<file path="src/rtl/rf_pkg.sv">
// Shared regfile write-port definitions: widths and the arbiter state encoding.
package rf_pkg;
  localparam int RF_ADDR_W   = 5;
  localparam int RF_DATA_W   = 32;
  localparam int RF_NUM_REGS = 32;

  typedef enum logic {IDLE, LOCKED} arb_state_t;
endpackage

</file>
<file path="src/rtl/rf_dec5to32.sv">
// 5-to-32 one-hot address decoder for the regfile write port.
module rf_dec5to32
  import rf_pkg::*;
(
  input  logic [RF_ADDR_W-1:0]   addr,
  output logic [RF_NUM_REGS-1:0] onehot
);
  assign onehot = RF_NUM_REGS'(1) << addr;
endmodule

</file>
<file path="src/rtl/rf_rr_pick.sv">
// Round-robin pick: first set request searching upward from last+1 with wrap.
module rf_rr_pick #(
  parameter int N     = 3,
  parameter int IDX_W = (N > 1) ? $clog2(N) : 1
) (
  input  logic [N-1:0]     req,
  input  logic [IDX_W-1:0] last,
  output logic [N-1:0]     grant
);
  always_comb begin
    logic found;
    int   idx;
    grant = '0;
    found = 1'b0;
    for (int k = 1; k <= N; k++) begin
      idx = (int'(last) + k) % N;
      if (!found && req[idx]) begin
        grant[idx] = 1'b1;
        found      = 1'b1;
      end
    end
  end
endmodule

</file>
<file path="src/rtl/regfile_write_arbiter.sv">
// Round-robin writeback arbiter with burst locking feeding a registered regfile write port.
// Optional RF_WR_ARB_ZERO_DROP_EN suppresses the write enable for register 0 writes.
module regfile_write_arbiter
  import rf_pkg::*;
#(
  parameter int N         = 3,
  parameter int MAX_BURST = 4
) (
  input  logic                   clock,
  input  logic                   ctrl_reset,
  input  logic [N-1:0]           req_valid,
  input  logic [N-1:0]           req_lock,
  input  logic [RF_ADDR_W*N-1:0] req_reg,
  input  logic [RF_DATA_W*N-1:0] req_data,
  output logic [N-1:0]           req_ready,
  output logic                   ctrl_writeEnable,
  output logic [RF_ADDR_W-1:0]   ctrl_writeReg,
  output logic [RF_DATA_W-1:0]   data_writeReg,
  output logic [RF_NUM_REGS-1:0] write_onehot,
  output logic                   lock_active
);
  localparam int IDX_W = (N > 1) ? $clog2(N) : 1;

  arb_state_t           state, state_n;
  logic [IDX_W-1:0]     owner, owner_n, last, last_n, g;
  logic [3:0]           burst, burst_n;
  logic                 we_n, xfer;
  logic [RF_ADDR_W-1:0] wreg_n;
  logic [RF_DATA_W-1:0] wdata_n;
  logic [N-1:0]         rr_grant;
  logic [RF_NUM_REGS-1:0] dec;

  rf_rr_pick #(.N(N), .IDX_W(IDX_W)) u_pick (
    .req   (req_valid),
    .last  (last),
    .grant (rr_grant)
  );

  always_comb begin
    req_ready = '0;
    if (!ctrl_reset)
      req_ready = (state == LOCKED) ? (req_valid & (N'(1) << owner)) : rr_grant;
    xfer = |req_ready;
    g    = '0;
    for (int i = 0; i < N; i++)
      if (req_ready[i]) g = IDX_W'(i);
  end

  always_comb begin
    state_n = state;
    owner_n = owner;
    last_n  = last;
    burst_n = burst;
    we_n    = 1'b0;
    wreg_n  = ctrl_writeReg;
    wdata_n = data_writeReg;
    if (xfer) begin
      last_n  = g;
      wreg_n  = req_reg[int'(g)*RF_ADDR_W +: RF_ADDR_W];
      wdata_n = req_data[int'(g)*RF_DATA_W +: RF_DATA_W];
`ifdef RF_WR_ARB_ZERO_DROP_EN
      we_n    = (wreg_n != '0);
`else
      we_n    = 1'b1;
`endif
      // Lock continues only while the burst budget allows another grant
      if (req_lock[g] && (({1'b0, burst} + 5'd1) < 5'(MAX_BURST))) begin
        state_n = LOCKED;
        owner_n = g;
        burst_n = burst + 4'd1;
      end else begin
        state_n = IDLE;
        burst_n = '0;
      end
    end else if (state == LOCKED) begin
      state_n = IDLE;
      burst_n = '0;
    end
  end

  always_ff @(posedge clock or posedge ctrl_reset) begin
    if (ctrl_reset) begin
      state            <= IDLE;
      owner            <= '0;
      last             <= IDX_W'(N-1);
      burst            <= '0;
      ctrl_writeEnable <= 1'b0;
      ctrl_writeReg    <= '0;
      data_writeReg    <= '0;
    end else begin
      state            <= state_n;
      owner            <= owner_n;
      last             <= last_n;
      burst            <= burst_n;
      ctrl_writeEnable <= we_n;
      ctrl_writeReg    <= wreg_n;
      data_writeReg    <= wdata_n;
    end
  end

  rf_dec5to32 u_dec (.addr(ctrl_writeReg), .onehot(dec));

  assign write_onehot = dec & {RF_NUM_REGS{ctrl_writeEnable}};
  assign lock_active  = (state == LOCKED);
endmodule

</file>
<file path="config.mk">
export PLATFORM = sky130hd
export DESIGN_NAME = regfile_write_arbiter
export DESIGN_NICKNAME = d
export VERILOG_FILES = /design/src/rtl/rf_pkg.sv /design/src/rtl/rf_dec5to32.sv /design/src/rtl/rf_rr_pick.sv /design/src/rtl/regfile_write_arbiter.sv
export SDC_FILE = /design/constraint.sdc
export NUM_CORES = 1
export LEC_CHECK = 0
export ABC_CLOCK_PERIOD_IN_PS = 5000
export BUFFER_PORTS_ARGS = -buffer_cell sky130_fd_sc_hd__buf_2
export CORE_UTILIZATION = 48
export DETAILED_ROUTE_END_ITERATION = 10
export HOLD_SLACK_MARGIN = 0.08
export PLACE_DENSITY = 0.87
export SLEW_MARGIN = 20
export SYNTH_ARGS = -nofsm -noshare
export SYNTH_HDL_FRONTEND = slang
export SYNTH_SLANG_ARGS = --single-unit
</file>
<file path="constraint.sdc">
create_clock -name clock -period 5 [get_ports clock]
set_input_delay 1 -clock clock [delete_from_list [all_inputs] [get_ports clock]]
set_output_delay 1 -clock clock [all_outputs]
set_load 0.02 [all_outputs]
</file>
Word level (Yosys, flattened, before mapping). Index checks and enable logic that the tools add are counted.

Register bits: 47. Bits in latches: 0. Bits in writable memories: 0. ROM bits: 0. Input port bits: 119. Word-level logic and storage cells: 75. Memories: 0.

$add $sub $neg: 5. $mul: 1. Divide/modulo/power cells: 3. Order comparisons: 8. Equal/unequal tests: 0. Shift operators: 4. Multiplexer cells: 32. Bitwise logic cells: 4. Reductions and logical operators: 11.

Operators by type and width (number): 32-bit by 1-bit >= comparator with 1-bit output, second input constant (3); 32-bit by 4-bit < comparator with 1-bit output, second input constant (3); 32-bit by 3-bit remainder unit with 32-bit output, second input constant (3); 96-bit by 8-bit indexed part select with 32-bit output (1); 32-bit AND (1); 1-bit by 5-bit << shifter with 32-bit output, first input constant (1); 1-bit 2-to-1 mux (16); 3-bit 2-to-1 mux (5); 15-bit by 6-bit indexed part select with 5-bit output (1); 4-bit 2-to-1 mux (3); 1-bit binary-select mux with 2-bit select (4); 2-bit by 2-bit adder with 3-bit output, second input constant (2); 1-bit demux with 2-bit select (3); 1-bit logical AND (6); 3-bit OR (2); 4-bit by 1-bit adder with 5-bit output, second input constant (1); 5-bit by 3-bit < comparator with 1-bit output, second input constant (1); 2-bit by 3-bit multiplier with 5-bit output, second input constant (1); 4-bit by 1-bit adder with 4-bit output, second input constant (1); 2-bit by 1-bit adder with 3-bit output, second input constant (1); 3-bit AND (1); 2-bit by 3-bit < comparator with 1-bit output, second input constant (1); 3-bit OR reduction (1); 1-bit by 2-bit << shifter with 3-bit output, first input constant (1); other kinds (4) (5).

Longest topological paths before layout.
Word-level depth: 21. Mapped depth: 12. Gate-level depth less buffers: 10.

Cells and area by module. A second synthesis with hierarchy kept.

Cells, all modules: 389. Area total of the unflattened synthesis: 3057.9 sq um.

Modules (own cells, without submodules): regfile_write_arbiter (times used 1, cells an instance 302, area an instance 2565.0 sq um, seq. area each 1177.4 sq um); rf_rr_pick (times used 1, cells an instance 40, area an instance 279.0 sq um, seq. area each 0.0 sq um); rf_dec5to32 (times used 1, cells an instance 47, area an instance 214.0 sq um, seq. area each 0.0 sq um).

Least setup slack after synthesis. OpenSTA, ideal clock, no wires.

Path kind: input port to output port. Start point: in ctrl_reset. End point: out req_ready[2]. Arrival time: 2.840 ns. Data required time: 4.000 ns. Path slack: 1.160 ns. Stages: 6. Path through: inv_1 > nand2_1 > or2_1 > buf_2 > inv_4 > buf_4.

Longest elaborated chain between the ends: 1.

Ends and longest elaborated chain: start, declared (line regfile_write_arbiter.sv:10) `input logic ctrl_reset,`; 3-bit 2-to-1 mux (line regfile_write_arbiter.sv:41) `if (!ctrl_reset)`; end, declared (line regfile_write_arbiter.sv:15) `output logic [N-1:0] req_ready,`.

No other way between the ends.

Worst setup path in the final report.
Start point: reg last[0]. End point: out req_ready[2].

Longest elaborated chain between the ends: 14.

Ends and longest elaborated chain: start, declared (line regfile_write_arbiter.sv:25) `logic [IDX_W-1:0] owner, owner_n, last, last_n, g;`; start signal, assigned (line regfile_write_arbiter.sv:85) `last <= IDX_W'(N-1);`; start signal, assigned (line regfile_write_arbiter.sv:93) `last <= last_n;`; parallel branches: the longest is 11 deep, another holds 32-bit by 3-bit remainder unit with 32-bit output; 3-bit 2-to-1 mux (*) (line rf_rr_pick.sv:17) `if (!found && req[idx]) begin`; 3-bit 2-to-1 mux (*) (line regfile_write_arbiter.sv:42) `req_ready = (state == LOCKED) ? (req_valid & (N'(1) << owner)) : rr_grant;`; 3-bit 2-to-1 mux (*) (line regfile_write_arbiter.sv:41).

Mark *: on every way between the ends. The select of a mux whose other input is x is not followed.

==> results.txt <==
----------------------------------------------------
[STA]
  Final-report hold violation count ... 0
  Crit path time final ... 4.07 ns
  Count of pins over their slew limit ... 0
  Share of the cycle needed by the critical path after routing ... 81.5%
  Unrepaired setup endpoints after global routing ... false
  Clock tree skew after final layout ... 0.00296 ns
  Worst Max-Slew Pin Slew ... 1.09 ns
  Highest Clock Rate ... 0.245 GHz
  Number of setup violations in the final report ... 0
  Final Hold Slack ... 0.489 ns
  Rel. slew slack ... 27.5%
  Final TNS setup ... 0 ns

[Global route]
  Via count of the first global-routing pass ... 3604
  Global-route usage over all layers ... 28.7%
  Initial antenna violation count ... 0
  Aggregate global routing overflow ... 0
  Pin count of the biggest net entering global routing ... 48
  Wire length of the first global-routing pass ... 16.6 mm

[Placed design]
  Detailed Place HPWL ... 7.61 mm
  Routability congestion estimate ... 0.899
  IO buf count ... 192

[Cells and area]
  Area growth, synth to finish ... 31.3%
  Antenna cell count ... 0
  Layout cells sized above 1 ... 39.1%
  Fill cell instance count of the final layout ... 553
  Post-layout nets ... 693

[Clock tree]
  Root buffer cell ... clkbuf_8
  Cells resized by post-CTS repair ... 0
  Worst-case clock buffer depth ... 2
  Number of clock sinks ... 47
  Hold-fix buffer count after cts ... 0
  Total clock buffers created by CTS ... 5
  CTS tree ... built
  H-tree depth ... 2
  Clock-pin slew on the worst setup and hold paths ... 0.08 ns
  Worst-Skew Late Latency ... 0.29 ns
  Count of buffers added by post-CTS timing repair for setup ... 0

[Floorplanning]
  Die width ... 85.3 um
  I/O pin count ... 193
  Initial cell density of the core ... 50.9%
  Die Outline Area ... 7270 sq um
  Vertical die dimension ... 85.3 um
  Placeable core area ... 6530 sq um
  Row count ... 29

[Pwr]
  Static leakage power ... 2.06 nW
  Pwr dens ... 659 nW/um^2
  Worst IR drop on VDD ... 0.000310 V
  Total power of the final layout ... 2.88 mW

[Drt]
  Count of routing violations after the opening detailed-route iteration ... 210
  WL/cell ... 16.1 um
  Post-DR vias/cell ... 5.92
  Number of remaining DRC errors ... 0
  Total Routed Length ... 10.4 mm
  Post-route antenna net violation count ... 0
  Via Count ... 3829
  First-pass DRT Iterations ... 4

[Setup path]
  Cell with the largest stage delay on the worst path ... a222oi_1
  Buffer and inverter count on the worst path ... 3
  Kind of critical path ... reg2out
  Worst-path maximum fanout ... 7
  Worst stage delay on the critical path ... 0.77 ns
  Worst path top cell family by delay ... compound AO/OA/AOI/OAI gates
  Arrival time worst endpoint ... 3.07 ns
  Kind of end point of the critical path ... primary output
  Worst path required time ... 4.00 ns
  Kind of launch point of the worst setup path ... register
  Crit-path cells ... inv_1 > ha_1 > mux2_4 > a222oi_1 > a311oi_4 > or2_1 > inv_4 > buf_2

[Logic synthesis]
  Synthesized netlist cell count ... 402
  Synthesized-area fraction occupied by and/or/nand/nor cells ... 22.4%
  Library cell occupying the most area in the post-synthesis netlist ... dfrtp_1
  Share of synthesized registers carrying an async set or reset ... 100%
  Xor and xnor area share after synthesis ... 0%
  Post-synthesis compound-gate area fraction ... 19.3%
  Synthesized area divided by synthesized cell count ... 8.28 sq um
  Post-synthesis sequential area ratio ... 35.4%
  Post-Synth Adder-Cell Area ... 1.88%
  Combinational family with the most area after synthesis ... simple AND/OR/NAND/NOR gates
  Synth warn ... 0
  Synth Register Bits ... 47
  Multiplexer share of the synthesized area ... 14.0%
  Number of enable-type register cells in the synthesized netlist ... 0
  Prevailing post-synth register cell ... dfrtp_1
  Post-synth top area share ... 34.6%
  Net count after synthesis ... 526
  Cell area after synthesis ... 3330 sq um
  Largest cells by area after synthesis ... dfrtp_1 (35%), mux2_1 (12%), a31oi_1 (7.0%)
  Number of different library cells in the post-synthesis netlist ... 47

[Worst hold path]
  Hold crit path type ... reg2reg

[Job]
  Max capacitance violation total ... 0

[Outcome]
  Result of the run ... completed

----------------------------------------------------
-- flip-flops by register name (all words and copies together), names as in the netlist --
signal and cells:
data_writeReg 32, ctrl_writeReg 5, burst 4, last 2, owner 2, ctrl_writeEnable 1, lock_active 1
-- worst paths after layout --
path                       cells past startpoint  slack, ns                    startpoint                       endpoint
max                                            8       0.93           last[0]$_DFFE_PP0P_                   req_ready[2]
min                                            1       0.49  data_writeReg[8]$_DFFE_PP0P_   data_writeReg[8]$_DFFE_PP0P_
max reg2reg                                    9       1.37           last[0]$_DFFE_PP0P_  data_writeReg[30]$_DFFE_PP0P_
min reg2reg                                    1       0.49  data_writeReg[8]$_DFFE_PP0P_   data_writeReg[8]$_DFFE_PP0P_
max in group asynchronous                      3       3.69                    ctrl_reset  data_writeReg[14]$_DFFE_PP0P_
min in group asynchronous                      3       0.91                    ctrl_reset  data_writeReg[29]$_DFFE_PP0P_
-- power by group --
part,internal (mW),switching [mW]
Clock,0.0978,0.121
Sequential,0.582,0.142
Combinational,0.707,1.23
Total,1.39,1.49
-- metrics by stage --
| step | utilization, % | instance area, sq um | instances | setup slack (ns) |
|---|---|---|---|---|
| finish | 66.9 | 4370 | 647 | 0.925 |
| detailed placement | 65.6 | 4280 | 639 | 1.07 |
| floorplan | - | 3330 | 402 | 1.16 |
| CTS | 66.9 | 4370 | 647 | 0.928 |
| global route | 66.9 | 4370 | 647 | 0.747 |
| global placement | 65.6 | 4280 | 639 | 1.11 |
-- layout by cell type, fill, tap and decap left out, types with 3 or more instances in the layout --
master    netlist  routed
a21oi_1         5       3
a31oi_1        37      37
buf_2           2     192
buf_4           1       6
clkbuf_8        0       5
dfrtp_1        46      46
ha_1            5       5
inv_1          12      11
mux2_1         35      35
mux2_2          4       4
nand2_1        12      12
nand3_1        44      44
nand3b_1        4       4
nand4_1         3       3
nor2_1         37      37
nor2b_1         4       4
nor3_1         37      37
o211ai_1        3       3
o21ai_0        41      41
-- Yosys cell counts, types with 3 or more instances --
| master | n |
|---|---|
| dfrtp_1 | 46 |
| clkbuf_1 | 29 |
| inv_1 | 12 |
| nor2b_1 | 4 |
| nor3_1 | 37 |
| mux2_1 | 35 |
| nand2_1 | 12 |
| nor2_1 | 37 |
| nand4_1 | 3 |
| buf_6 | 4 |
| mux2_2 | 4 |
| o21ai_0 | 41 |
| o211ai_1 | 3 |
| nand3b_1 | 4 |
| a21oi_1 | 5 |
| ha_1 | 5 |
| nand3_1 | 44 |
| a31oi_1 | 37 |
-- logic make-up after synthesis --
kind of cell	Yosys count
AOI/OAI and AO/OA	104
adders and majority gates	5
buffers and inverters	52
DFF	47
muxes	41
and+or+nand+nor	153
-- layout make-up --
class,count,area (sq um),area share (%)
timing repair buffer,198,1010,23.0
multi-input combinational,303,1950,44.5
clock buffer,6,72.6,1.66
clock inverter,2,12.5,0.286
inverter,14,57.6,1.32
tap,77,96.3,2.21
sequential,47,1180,27.0
-- layer usage --
metal  GRT usage, %  vias to the layer above  wire length, um
met2           50.5                      235             5140
li1               -                     1801                -
met5              0                        -                0
met4           14.1                        0              399
met1           33.9                     1760             4080
met3           4.96                       33              824
Note: power is estimated with default switching activity, not from simulation.
